**config.mk**
```make
export PLATFORM = sky130hd
export DESIGN_NAME = muldiv_seq
export DESIGN_NICKNAME = d
export VERILOG_FILES = /design/src/rtl/muldiv_seq.sv
export SDC_FILE = /design/constraint.sdc
export NUM_CORES = 1
export LEC_CHECK = 0
export CORE_MARGIN = 5
export CORE_UTILIZATION = 50
export DETAILED_ROUTE_END_ITERATION = 8
export GPL_TIMING_DRIVEN = 0
export PLACE_DENSITY = 0.84
export REMOVE_ABC_BUFFERS = 1
export SLEW_MARGIN = 15
export SYNTH_ARGS = -nofsm -noshare
export SYNTH_HDL_FRONTEND = slang
export SYNTH_SLANG_ARGS = --single-unit
```
**constraint.sdc**
```tcl
create_clock -name clk -period 9.4 [get_ports clk]
set_clock_uncertainty 0.1 [all_clocks]
set_input_delay 0.94 -clock clk [delete_from_list [all_inputs] [get_ports clk]]
set_output_delay 0.94 -clock clk [all_outputs]
set_load 0.01 [all_outputs]
```
**src/rtl/muldiv_seq.sv**
```systemverilog
// RV32M multiply/divide sequencer: drives an external pipelined multiplier for
// mul ops and runs a radix-2 restoring divider for div/rem ops.
module muldiv_seq #(
  parameter int unsigned DATA_WIDTH  = 32,
  parameter int unsigned MUL_LATENCY = 1
) (
  input  logic                    clk,
  input  logic                    rst,
  input  logic                    start_i,
  input  logic [2:0]              op_i,
  input  logic [DATA_WIDTH-1:0]   a_i,
  input  logic [DATA_WIDTH-1:0]   b_i,
  input  logic                    flush_i,
  output logic                    ready_o,
  output logic                    busy_o,
  output logic                    valid_o,
  output logic [DATA_WIDTH-1:0]   res_o,
  output logic [DATA_WIDTH:0]     mul_a_o,
  output logic [DATA_WIDTH:0]     mul_b_o,
  input  logic [2*DATA_WIDTH+1:0] mul_res_i
);

  localparam int unsigned W  = DATA_WIDTH;
  localparam int unsigned CW = $clog2(DATA_WIDTH);
  localparam logic [W-1:0] INT_MIN = {1'b1, {(W-1){1'b0}}};

  typedef enum logic [2:0] {
    S_IDLE,
    S_MUL_WAIT,
    S_DIV_RUN,
    S_DIV_FIX,
    S_DONE
  } state_t;

  state_t          state_q, state_d;
  logic [2:0]      op_q, op_d;
  logic [CW-1:0]   cnt_q, cnt_d;
  logic [W-1:0]    dvd_q, dvd_d;
  logic [W-1:0]    dvs_q, dvs_d;
  logic [W-1:0]    rem_q, rem_d;
  logic [W-1:0]    quo_q, quo_d;
  logic            q_neg_q, q_neg_d;
  logic            r_neg_q, r_neg_d;
  logic [W-1:0]    pend_q, pend_d;
  logic [W-1:0]    res_q, res_d;
  logic            valid_q, valid_d;
  logic            ready_q, ready_d;
  logic            busy_q, busy_d;
  logic [W:0]      mul_a_q, mul_a_d;
  logic [W:0]      mul_b_q, mul_b_d;

  logic            sgn_div;
  logic [W-1:0]    a_abs, b_abs;
  logic [W:0]      rem_shift, rem_sub;
  logic            rem_ge;
  logic [W-1:0]    q_fix, r_fix;
  logic            unused_mul_hi;

  assign unused_mul_hi = ^mul_res_i[2*W+1:2*W];

  always_comb begin
    state_d = state_q;
    op_d    = op_q;
    cnt_d   = cnt_q;
    dvd_d   = dvd_q;
    dvs_d   = dvs_q;
    rem_d   = rem_q;
    quo_d   = quo_q;
    q_neg_d = q_neg_q;
    r_neg_d = r_neg_q;
    pend_d  = pend_q;
    res_d   = res_q;
    valid_d = 1'b0;
    mul_a_d = mul_a_q;
    mul_b_d = mul_b_q;

    sgn_div   = op_i[2] & ~op_i[0];
    a_abs     = (sgn_div && a_i[W-1]) ? ('0 - a_i) : a_i;
    b_abs     = (sgn_div && b_i[W-1]) ? ('0 - b_i) : b_i;
    // 33-bit partial remainder so large unsigned divisors cannot overflow
    rem_shift = {rem_q, dvd_q[cnt_q]};
    rem_sub   = rem_shift - {1'b0, dvs_q};
    rem_ge    = (rem_shift >= {1'b0, dvs_q});
    q_fix     = q_neg_q ? ('0 - quo_q) : quo_q;
    r_fix     = r_neg_q ? ('0 - rem_q) : rem_q;

    unique case (state_q)
      S_IDLE: begin
        if (start_i) begin
          op_d = op_i;
          if (!op_i[2]) begin
            mul_a_d = {(op_i != 3'b011) & a_i[W-1], a_i};
            mul_b_d = {(op_i[1] == 1'b0) & b_i[W-1], b_i};
            cnt_d   = CW'(MUL_LATENCY);
            state_d = S_MUL_WAIT;
          end else if (b_i == '0) begin
            pend_d  = op_i[1] ? a_i : '1;
            state_d = S_DONE;
          end else if (sgn_div && a_i == INT_MIN && b_i == '1) begin
            pend_d  = op_i[1] ? '0 : INT_MIN;
            state_d = S_DONE;
          end else begin
            dvd_d   = a_abs;
            dvs_d   = b_abs;
            rem_d   = '0;
            quo_d   = '0;
            cnt_d   = CW'(W - 1);
            q_neg_d = sgn_div & (a_i[W-1] ^ b_i[W-1]);
            r_neg_d = sgn_div & a_i[W-1];
            state_d = S_DIV_RUN;
          end
        end
      end
      S_MUL_WAIT: begin
        cnt_d = cnt_q - 1'b1;
        if (cnt_q == CW'(1)) state_d = S_DONE;
      end
      S_DIV_RUN: begin
        rem_d        = rem_ge ? rem_sub[W-1:0] : rem_shift[W-1:0];
        quo_d[cnt_q] = rem_ge;
        if (cnt_q == '0) begin
          state_d = S_DIV_FIX;
        end else begin
          cnt_d = cnt_q - 1'b1;
        end
      end
      S_DIV_FIX: begin
        pend_d  = op_q[1] ? r_fix : q_fix;
        state_d = S_DONE;
      end
      S_DONE: begin
        // res/valid register on the DONE edge, one cycle after the multiplier
        // output has settled for the operands held through MUL_WAIT
        if (op_q[2])              res_d = pend_q;
        else if (op_q == 3'b000)  res_d = mul_res_i[W-1:0];
        else                      res_d = mul_res_i[2*W-1:W];
        valid_d = 1'b1;
        state_d = S_IDLE;
      end
      default: state_d = S_IDLE;
    endcase

    if (flush_i && state_q != S_IDLE) begin
      state_d = S_IDLE;
      valid_d = 1'b0;
      res_d   = res_q;
    end

    ready_d = (state_d == S_IDLE);
    busy_d  = (state_d != S_IDLE);
  end

  always_ff @(posedge clk or posedge rst) begin
    if (rst) begin
      state_q <= S_IDLE;
      op_q    <= '0;
      cnt_q   <= '0;
      dvd_q   <= '0;
      dvs_q   <= '0;
      rem_q   <= '0;
      quo_q   <= '0;
      q_neg_q <= 1'b0;
      r_neg_q <= 1'b0;
      pend_q  <= '0;
      res_q   <= '0;
      valid_q <= 1'b0;
      ready_q <= 1'b1;
      busy_q  <= 1'b0;
      mul_a_q <= '0;
      mul_b_q <= '0;
    end else begin
      state_q <= state_d;
      op_q    <= op_d;
      cnt_q   <= cnt_d;
      dvd_q   <= dvd_d;
      dvs_q   <= dvs_d;
      rem_q   <= rem_d;
      quo_q   <= quo_d;
      q_neg_q <= q_neg_d;
      r_neg_q <= r_neg_d;
      pend_q  <= pend_d;
      res_q   <= res_d;
      valid_q <= valid_d;
      ready_q <= ready_d;
      busy_q  <= busy_d;
      mul_a_q <= mul_a_d;
      mul_b_q <= mul_b_d;
    end
  end

  assign ready_o = ready_q;
  assign busy_o  = busy_q;
  assign valid_o = valid_q;
  assign res_o   = res_q;
  assign mul_a_o = mul_a_q;
  assign mul_b_o = mul_b_q;

endmodule

```
# Word level (Yosys, flattened, before mapping)

Index checks and enable logic that the tools add are counted.

Add/subtract/negate cells: 6
Order comparisons: 3
Equal/unequal tests: 16
Muxes and demuxes: 42
Bitwise operators: 12
Reduce and logical (&&, ||, !) cells: 23

Operators by type and width:

| cell                    | number |
|---|---|
| $mux W32                | 18 |
| $pmux W32 S2            | 3 |
| $sub A1 B32 Y32 const A | 4 |
| $eq A32 B32 Y1 const B  | 2 |
| $ge A33 B32 Y1          | 1 |
| $bwmux W32              | 1 |
| $logic_not A32 Y1       | 1 |
| $sub A32 B32 Y32        | 1 |
| $mux W5                 | 5 |
| $mux W3                 | 7 |
| $pmux W5 S3             | 1 |
| $reduce_and A5 Y1       | 3 |
| $pmux W3 S4             | 1 |
| $ne A2 B2 Y1 const B    | 5 |
| $logic_not A3 Y1        | 3 |
| $ne A3 B3 Y1 const B    | 3 |
| $reduce_bool A3 Y1      | 3 |
| $eq A3 B2 Y1 const B    | 2 |
| $logic_and A1 B1 Y1     | 6 |
| $lt A5 B6 Y1 const B    | 1 |
| $not A1 Y1              | 6 |
| $and A1 B1 Y1           | 5 |
| $bmux W1 S5             | 1 |
| $demux W1 S5            | 1 |
| other kinds (13)        | 18 |

Register bits: 274
Bits of input ports: 137

# Longest topological paths before layout

Gate-level depths: netlist of the first run.

Depth in word-level cells: 11
Depth in mapped cells: 16

# Least setup slack after synthesis of the first run

No wires, ideal clock.

Path type: register -> register
Start: register cnt_q[0]
End: register rem_q[30]
Arrival time: 4.599 ns
Slack: 4.566 ns
Cell stages (with the launch flop): 17
Period minus slack after synthesis: 4.834 ns
Cell sequence: dfrtp_1 -> buf_1 -> mux4_2 -> a22o_1 -> a221oi_1 -> and3_1 -> ha_1 -> inv_1 -> fa_1 -> a21o_1 -> a221oi_1 -> a211oi_1 -> o31ai_1 -> o41ai_1 -> a21o_1 -> a2111oi_0 -> o31ai_1

Cells in the longest elaborated chain, start to end: 5

RTL lines:

| what                                               | RTL line | source |
|---|---|---|
| start: declaration                                 | 37       | `logic [CW-1:0] cnt_q, cnt_d;` |
| start signal: assignment                           | 174      | `cnt_q <= cnt_d;` |
| $bmux W1 S5 *                                      | 81       | `rem_shift = {rem_q, dvd_q[cnt_q]};` |
| $mux W1 (not written as such) *                    | 81       |  |
| $sub A32 B32 Y32 or $ge A33 B32 Y1 (tied branches) | 82, 83   |  |
| $mux W32 *                                         | 119      | `rem_d = rem_ge ? rem_sub[W-1:0] : rem_shift[W-1:0];` |
| $pmux W32 S2 *                                     | 87       | `unique case (state_q)` |
| end signal: assignment                             | 177      | `rem_q <= rem_d;` |
| end: declaration                                   | 40       | `logic [W-1:0] rem_q, rem_d;` |

Mark *: on every way between the ends. The rest lies on a longest branch, timed or not. The select of a mux whose other input is x is not followed.
A chain may end at the register's enable or synchronous reset.

# Worst setup path after layout of the first run

Same ends and word-level chain as after synthesis.

==> results of run 1 <==
[flip-flops by register name, summed over array words and instances, names as in the netlist]
signal   cells
busy_o       1
mul_b_o     33
q_neg_q      1
valid_o      1
pend_q      32
rem_q       32
r_neg_q      1
state_q      3
cnt_q        5
op_q         3
dvd_q       32
dvs_q       32
quo_q       32
res_o       32
mul_a_o     33
ready_o      1
[cells in the final DEF, fill, tap and decap left out, types with 8 or more instances in the layout]
cell / n
a21oi_1: 160
dfrtp_1: 271
clkdlybuf4s50_1: 235
o21ai_1: 20
o21ai_0: 281
nand2b_1: 9
clkinv_2: 9
a211oi_1: 14
mux4_2: 8
o211ai_1: 24
nor2_1: 94
a21o_1: 21
or4_1: 12
a31oi_1: 26
xor2_1: 73
o41ai_1: 18
xnor2_1: 70
or3_1: 14
and2_1: 12
o31ai_1: 33
inv_1: 54
clkbuf_16: 31
nor4_1: 14
nor3_1: 30
mux2_2: 64
and3_1: 10
mux2i_1: 25
nand2_1: 257
nand3_1: 44
ha_1: 43
nand4_1: 20
[kinds of logic (layout without fill, tap and decap cells)]
| logic type | count (synthesis) | count (layout) | share of synthesized area [%] |
|---|---|---|---|
| and+or+nand+nor | 560 | 560 | 15.4 |
| muxes | 97 | 97 | 6.79 |
| buffers and inverters | 188 | 364 | 4.26 |
| adders and majority gates | 44 | 44 | 3.29 |
| xor gates and xnor gates | 143 | 143 | 7.39 |
| AOI/OAI and AO/OA | 652 | 652 | 22.4 |
| DFF | 274 | 274 | 40.5 |
[report_power, final]
part	switching (mW)	total [mW]	internal, mW
Clock	0.517	1.25	0.735
Sequential	0.492	2.15	1.66
Combinational	1.91	3.48	1.56
Total	2.92	6.88	3.96
[tightest hold or removal path: cells and delay by family, from the launching register on]
family / cells / cell delay, ps
flops: 1 / 340
compound gates: 1 / 60
simple gates: 1 / 50
[area by class of cell]
class	count	area, sq um
Clock buffer	39	866
Inverter	55	214
Fill cell	2802	12800
Tap cell	448	561
Multi-Input combinational cell	1496	9420
Sequential cell	274	6860
Timing Repair Buffer	252	2630
Clock inverter	18	193
[stage by stage]
stage                     area, sq um  TNS (ps)  setup WS [ps]
after CTS                       20700         0           3600
after floorplan                 16400         0            810
after global placement          19300   -706050          -2620
after global routing            20700         0           3110
final                           20700         0           3510
after detailed placement        19700         0           3590
[worst max path at each step]
stage	start	end	slack (ps)
3_3_place_gp	rst	mul_a_o[0]	-2620
2_1_floorplan	rst	busy_o	810
4_1_cts	cnt_q[0]	rem_q[30]	3600
5_1_grt	cnt_q[0]	rem_q[30]	3110
6_report	cnt_q[0]	rem_q[30]	3510
3_5_place_dp	cnt_q[0]	rem_q[30]	3590
[layer usage]
| layer | vias to the layer above | track usage [%] |
|---|---|---|
| met4 | 0 | 8.54 |
| met2 | 811 | 41.6 |
| met1 | 7668 | 38.1 |
| met5 | - | 0 |
| li1 | 7348 | - |
| met3 | 123 | 6.12 |
==> results.json, run 1 <==
{
  "run_status": "finished, final reports clean",
  "remaining_number_of_nets_flagged_by_the_antenna_check_after_routing": 0,
  "route.met2.wl_mm": 23.5,
  "dp.cells": 2525,
  "timing.hold.worst.start": "res_o[13]",
  "finalWeightedCongestion": 0.933,
  "drt_pre_antenna_iters": 8,
  "final_core_utilization_pct": 61.9,
  "timing.final.crit_period_ps": 5890,
  "route.detailed.wl_per_inst_microns": 20.4,
  "grt-ovfl-total": 0,
  "cts_tree": "built",
  "worst_hold_path_type": "reg2reg",
  "synth.top_cell.area_share_pct": 40.3,
  "syn2layout_area_growth_pct": 22.4,
  "grt_max_degree": 104,
  "fp.dieH_microns": 194,
  "postRouteWirelength_mm": 52.7,
  "crit_slowest_cell": "dfrtp_1",
  "final_nets": 2291,
  "ys_seq_area_share_pct": 40.5,
  "final-max-slew-violation-count": 0,
  "synth_edf_count": 0,
  "minimum_setup_slack_among_reg_to_reg_paths_ps": 3510,
  "synthDominantAreaCellType": "dfrtp_1",
  "total_power_mw": 6.88,
  "instances_no_fill": 2582,
  "cts.root.buffer_cell": "clkbuf_16",
  "critPathMaxFanout": 13,
  "max_freq_ghz": 0.170,
  "routed.top_layer": "met4",
  "starting_drt_drc_count": 1610,
  "cts_buffers": 31,
  "worstSetupPathDepth": 15,
  "synthTopCellsByArea": "dfrtp_1, o21ai_0, nand2_1",
  "n_antenna_cell": 0,
  "crit_reg_reg_endpoint": "rem_q[30]",
  "netlist_instances": 1958,
  "cp_data_required_time_ps": 9720,
  "worst_path_largest_cell_delay_ps": 840,
  "cap_violations": 0,
  "synth.yosys.warnings": 0,
  "hold_depth": 2,
  "grt_setup_unrepaired": "false",
  "netlist-cell-type-count": 72,
  "post-dp-hpwl_mm": 38.3,
  "cts-htree-levels": 1,
  "finalSetupViolations": 0,
  "num_vias": 16000,
  "grt_antenna_before_repair": 0,
  "route.detailed.drc": 0,
  "initial_utilization_pct": 50.6,
  "synth_most_common_cell": "o21ai_0",
  "postCtsSetupRepairBufs": 0,
  "max_slew_margin_pct": 22.9,
  "worst_setup_sp_type": "flop",
  "final_report_hold_violation_count": 0,
  "regToRegStartpoint": "cnt_q[0]",
  "least_margin_pin_slew_ps": 1140,
  "fp.dieArea_sq_mm": 0.0377,
  "io_pins": 238,
  "rows": 67,
  "core_sq_mm": 0.0335,
  "yosys-top-cells-count": "o21ai_0, dfrtp_1, nand2_1, a21oi_1, clkbuf_1",
  "hold_end": "res_o[13]",
  "dieWidth_microns": 194,
  "globalRouteTotalUtil_pct": 27.0,
  "synth_ff_type": "dfrtp_1",
  "ctsLongestPathBuffers": 3,
  "post_cts_resize_count": 0,
  "number_of_global_route_vias_before_repair": 15500,
  "critical_path.n_buffers_inverters": 1,
  "drive_gt1_share_pct": 8.15,
  "vdd_ir_drop_max_v": 0.000188,
  "cts_hold_buf": 0,
  "cellPowerDensity_mw_per_mm2": 332,
  "first_pass_grt_wire_length_mm": 84.8,
  "path_clk_slew_ps": 60,
  "fin_worst_hold_slack_ps": 377,
  "detailroute.wirelength.met3_mm": 5.12,
  "syn-mean-instance-area_sq_um": 8.66,
  "route.layer.met1.wl_mm": 22.2,
  "final.period_utilization_pct": 62.6,
  "total_leakage_power_nw": 8.67,
  "port-buffer-count": 235,
  "worstPathCellList": "mux4_2 > a22o_1 > a221oi_1 > and3_1 > ha_1 > inv_1 > fa_1 > a21o_1 > a221oi_1 > a211oi_1 > o31ai_1 > o41ai_1 > a21o_1 > a2111oi_0 > o31ai_1",
  "async_sr_flop_fraction_pct": 100,
  "clock_sinks": 274,
  "crit_arrival_ps": 6210,
  "postSynthRegisterBits": 274,
  "post_synth_instance_area_sq_mm": 0.0170,
  "clock_latency_ps": 580,
  "route.detailed.vias_per_inst": 6.18,
  "r2r_cells": 15,
  "critical_path_class": "reg2reg",
  "timing.critical_path.max_delay_family": "compound AO/OA/AOI/OAI gates",
  "critPathCaptureType": "flop"
}
Power figures use the tool's default switching activity.
==> run 2: changes to the inputs <==
Settings changed: PLACE_DENSITY 0.84 to 0.87.
Clock period 9.4 ns to 5.15 ns, I/O delays scaled along.
==> run 2 against run 1 <==
Net effect: die area did not move; first-iteration DRC count up 3.7%; via count decreased by 0.19%; power up 80%; largest cell class unchanged; highest routed layer unchanged.
==> results.json, run 2 (synthesis results as in run 1) <==
{
  "ctsLongestPathBuffers": 3,
  "cellPowerDensity_mw_per_mm2": 601,
  "finalSetupViolations": 0,
  "number_of_global_route_vias_before_repair": 15700,
  "p_int_mw": 7.07,
  "n_antenna_cell": 0,
  "timing.final.crit_period_ps": 4890,
  "power.clock.fraction_pct": 16.7,
  "critPathMaxFanout": 12,
  "path_clk_slew_ps": 60,
  "initial_utilization_pct": 50.6,
  "total_leakage_power_nw": 8.63,
  "cp_data_required_time_ps": 5450,
  "power_switching_mw": 5.33,
  "final_report_hold_violation_count": 0,
  "clock_sinks": 274,
  "cts.root.buffer_cell": "clkbuf_16",
  "critical_path_class": "reg2reg",
  "globalRouteTotalUtil_pct": 27.4,
  "netSwitchingFraction_pct": 43.0,
  "share_seq_of_total_power_pct": 31.9,
  "syn2layout_area_growth_pct": 21.8,
  "io_pins": 238,
  "core_sq_mm": 0.0335,
  "finalWeightedCongestion": 0.976,
  "final.period_utilization_pct": 95.0,
  "fillCellCount": 2799,
  "cts_hold_buf": 0,
  "power.share.combinational_pct": 51.4,
  "drt_pre_antenna_iters": 6,
  "least_margin_pin_slew_ps": 1090,
  "worst_hold_path_type": "in2async",
  "max_slew_margin_pct": 27.4,
  "final_cell_mix": "o21ai_0, dfrtp_1, nand2_1",
  "starting_drt_drc_count": 1669,
  "route.detailed.wl_per_inst_microns": 20.8,
  "post-dp-hpwl_mm": 39.2,
  "cts_buffers": 29,
  "drive_gt1_share_pct": 8.02,
  "port-buffer-count": 235,
  "remaining_number_of_nets_flagged_by_the_antenna_check_after_routing": 0,
  "run_status": "finished, final reports clean",
  "minimum_setup_slack_among_reg_to_reg_paths_ps": 260,
  "dp.cells": 2525,
  "final_nets": 2290,
  "grt_antenna_before_repair": 0,
  "critPathCaptureType": "flop",
  "worst_setup_sp_type": "flop",
  "vdd_ir_drop_max_v": 0.000355,
  "fp.dieArea_sq_mm": 0.0377,
  "max_freq_ghz": 0.204,
  "rows": 67,
  "postRouteWirelength_mm": 53.6,
  "dpl-instance-area_sq_mm": 0.0197,
  "cap_violations": 0,
  "grt-ovfl-total": 0,
  "route.detailed.drc": 0,
  "r2r_cells": 15,
  "cts_tree": "built",
  "crit_arrival_ps": 5190,
  "cts-htree-levels": 1,
  "fp.dieH_microns": 194,
  "stdcell_area_sq_mm": 0.0206,
  "mostFrequentLayoutCell": "o21ai_0",
  "final-max-slew-violation-count": 0,
  "grt_setup_unrepaired": "false",
  "fin_worst_hold_slack_ps": 346,
  "first_pass_grt_wire_length_mm": 86.2,
  "num_vias": 15900,
  "grt_max_degree": 106,
  "clock_latency_ps": 580,
  "route.detailed.vias_per_inst": 6.17,
  "instances_no_fill": 2580,
  "fin_setup_tns_ps": 0,
  "dieWidth_microns": 194
}
[run 2: cell count changes in the layout (fill, tap and decap cells not counted), moves of 2 or more]
cell	delta
clkbuf_16	-2
clkinvlp_4	-5
clkbuf_1	+5
bufinv_16	-2
buf_4	+2
[run 2: worst paths after layout]
path	from	end
min in group clk	res_o[31]	res_o[31]
max in group asynchronous	rst	mul_a_o[4]
setup reg to reg	cnt_q[1]	rem_q[30]
setup / recovery	cnt_q[1]	rem_q[30]
hold / removal	rst	dvs_q[27]
hold reg to reg	res_o[31]	res_o[31]
[run 2: critical path, cell delays in order, from the launching register on]
cell and delay (ps):
dfrtp_1 720, mux4_2 440, a22o_1 250, a221oi_1 190
and3_1 320, ha_1 190, inv_1 50, fa_1 420
a21o_1 230, a221oi_2 340, a211oi_1 180, o31ai_2 350
o41ai_2 210, a21o_1 220, a2111oi_0 370, o31ai_1 120
[run 2: repair_timing]
item                                    in CTS  in global routing
buffers inserted                             1                  0
endpoints found under the setup margin       6                  3
pin swaps                                    1                  0
resized for setup                            3                  2
[run 2: cell type report]
type | count | area, sq um | area share [%]
inverter | 55 | 214 | 1.04
timing repair buffer | 253 | 2630 | 12.7
clock inverter | 12 | 100 | 0.485
multi-input combinational | 1496 | 9440 | 45.7
sequential | 274 | 6870 | 33.3
tap | 448 | 561 | 2.72
clock buffer | 42 | 835 | 4.04
[run 2: power groups by stage]
stage	combinational [mW]	sequential, mW	clock (mW)
floorplan	3.86	3.89	0
global route	6.96	4.08	2.21
detailed placement	6.23	3.96	0
finish	6.37	3.96	2.07
CTS	6.30	3.93	2.11
global placement	5.98	3.92	0
[run 2: metrics by stage]
step	setup slack [ps]	total power, mW	utilization [%]
floorplan	-3020	7.75	-
global placement	-6410	9.90	57.7
detailed placement	-587	10.2	58.7
CTS	38.8	12.3	61.5
global route	88.6	13.2	61.6
finish	257	12.4	61.6
[run 2: layer usage]
metal	global-route usage [%]	up-vias	share of wire (%)
met5	0	-	0
met4	7.06	0	2.6
met3	5.60	121	9.0
met2	44.3	799	46
met1	38.1	7666	42
li1	-	7334	-
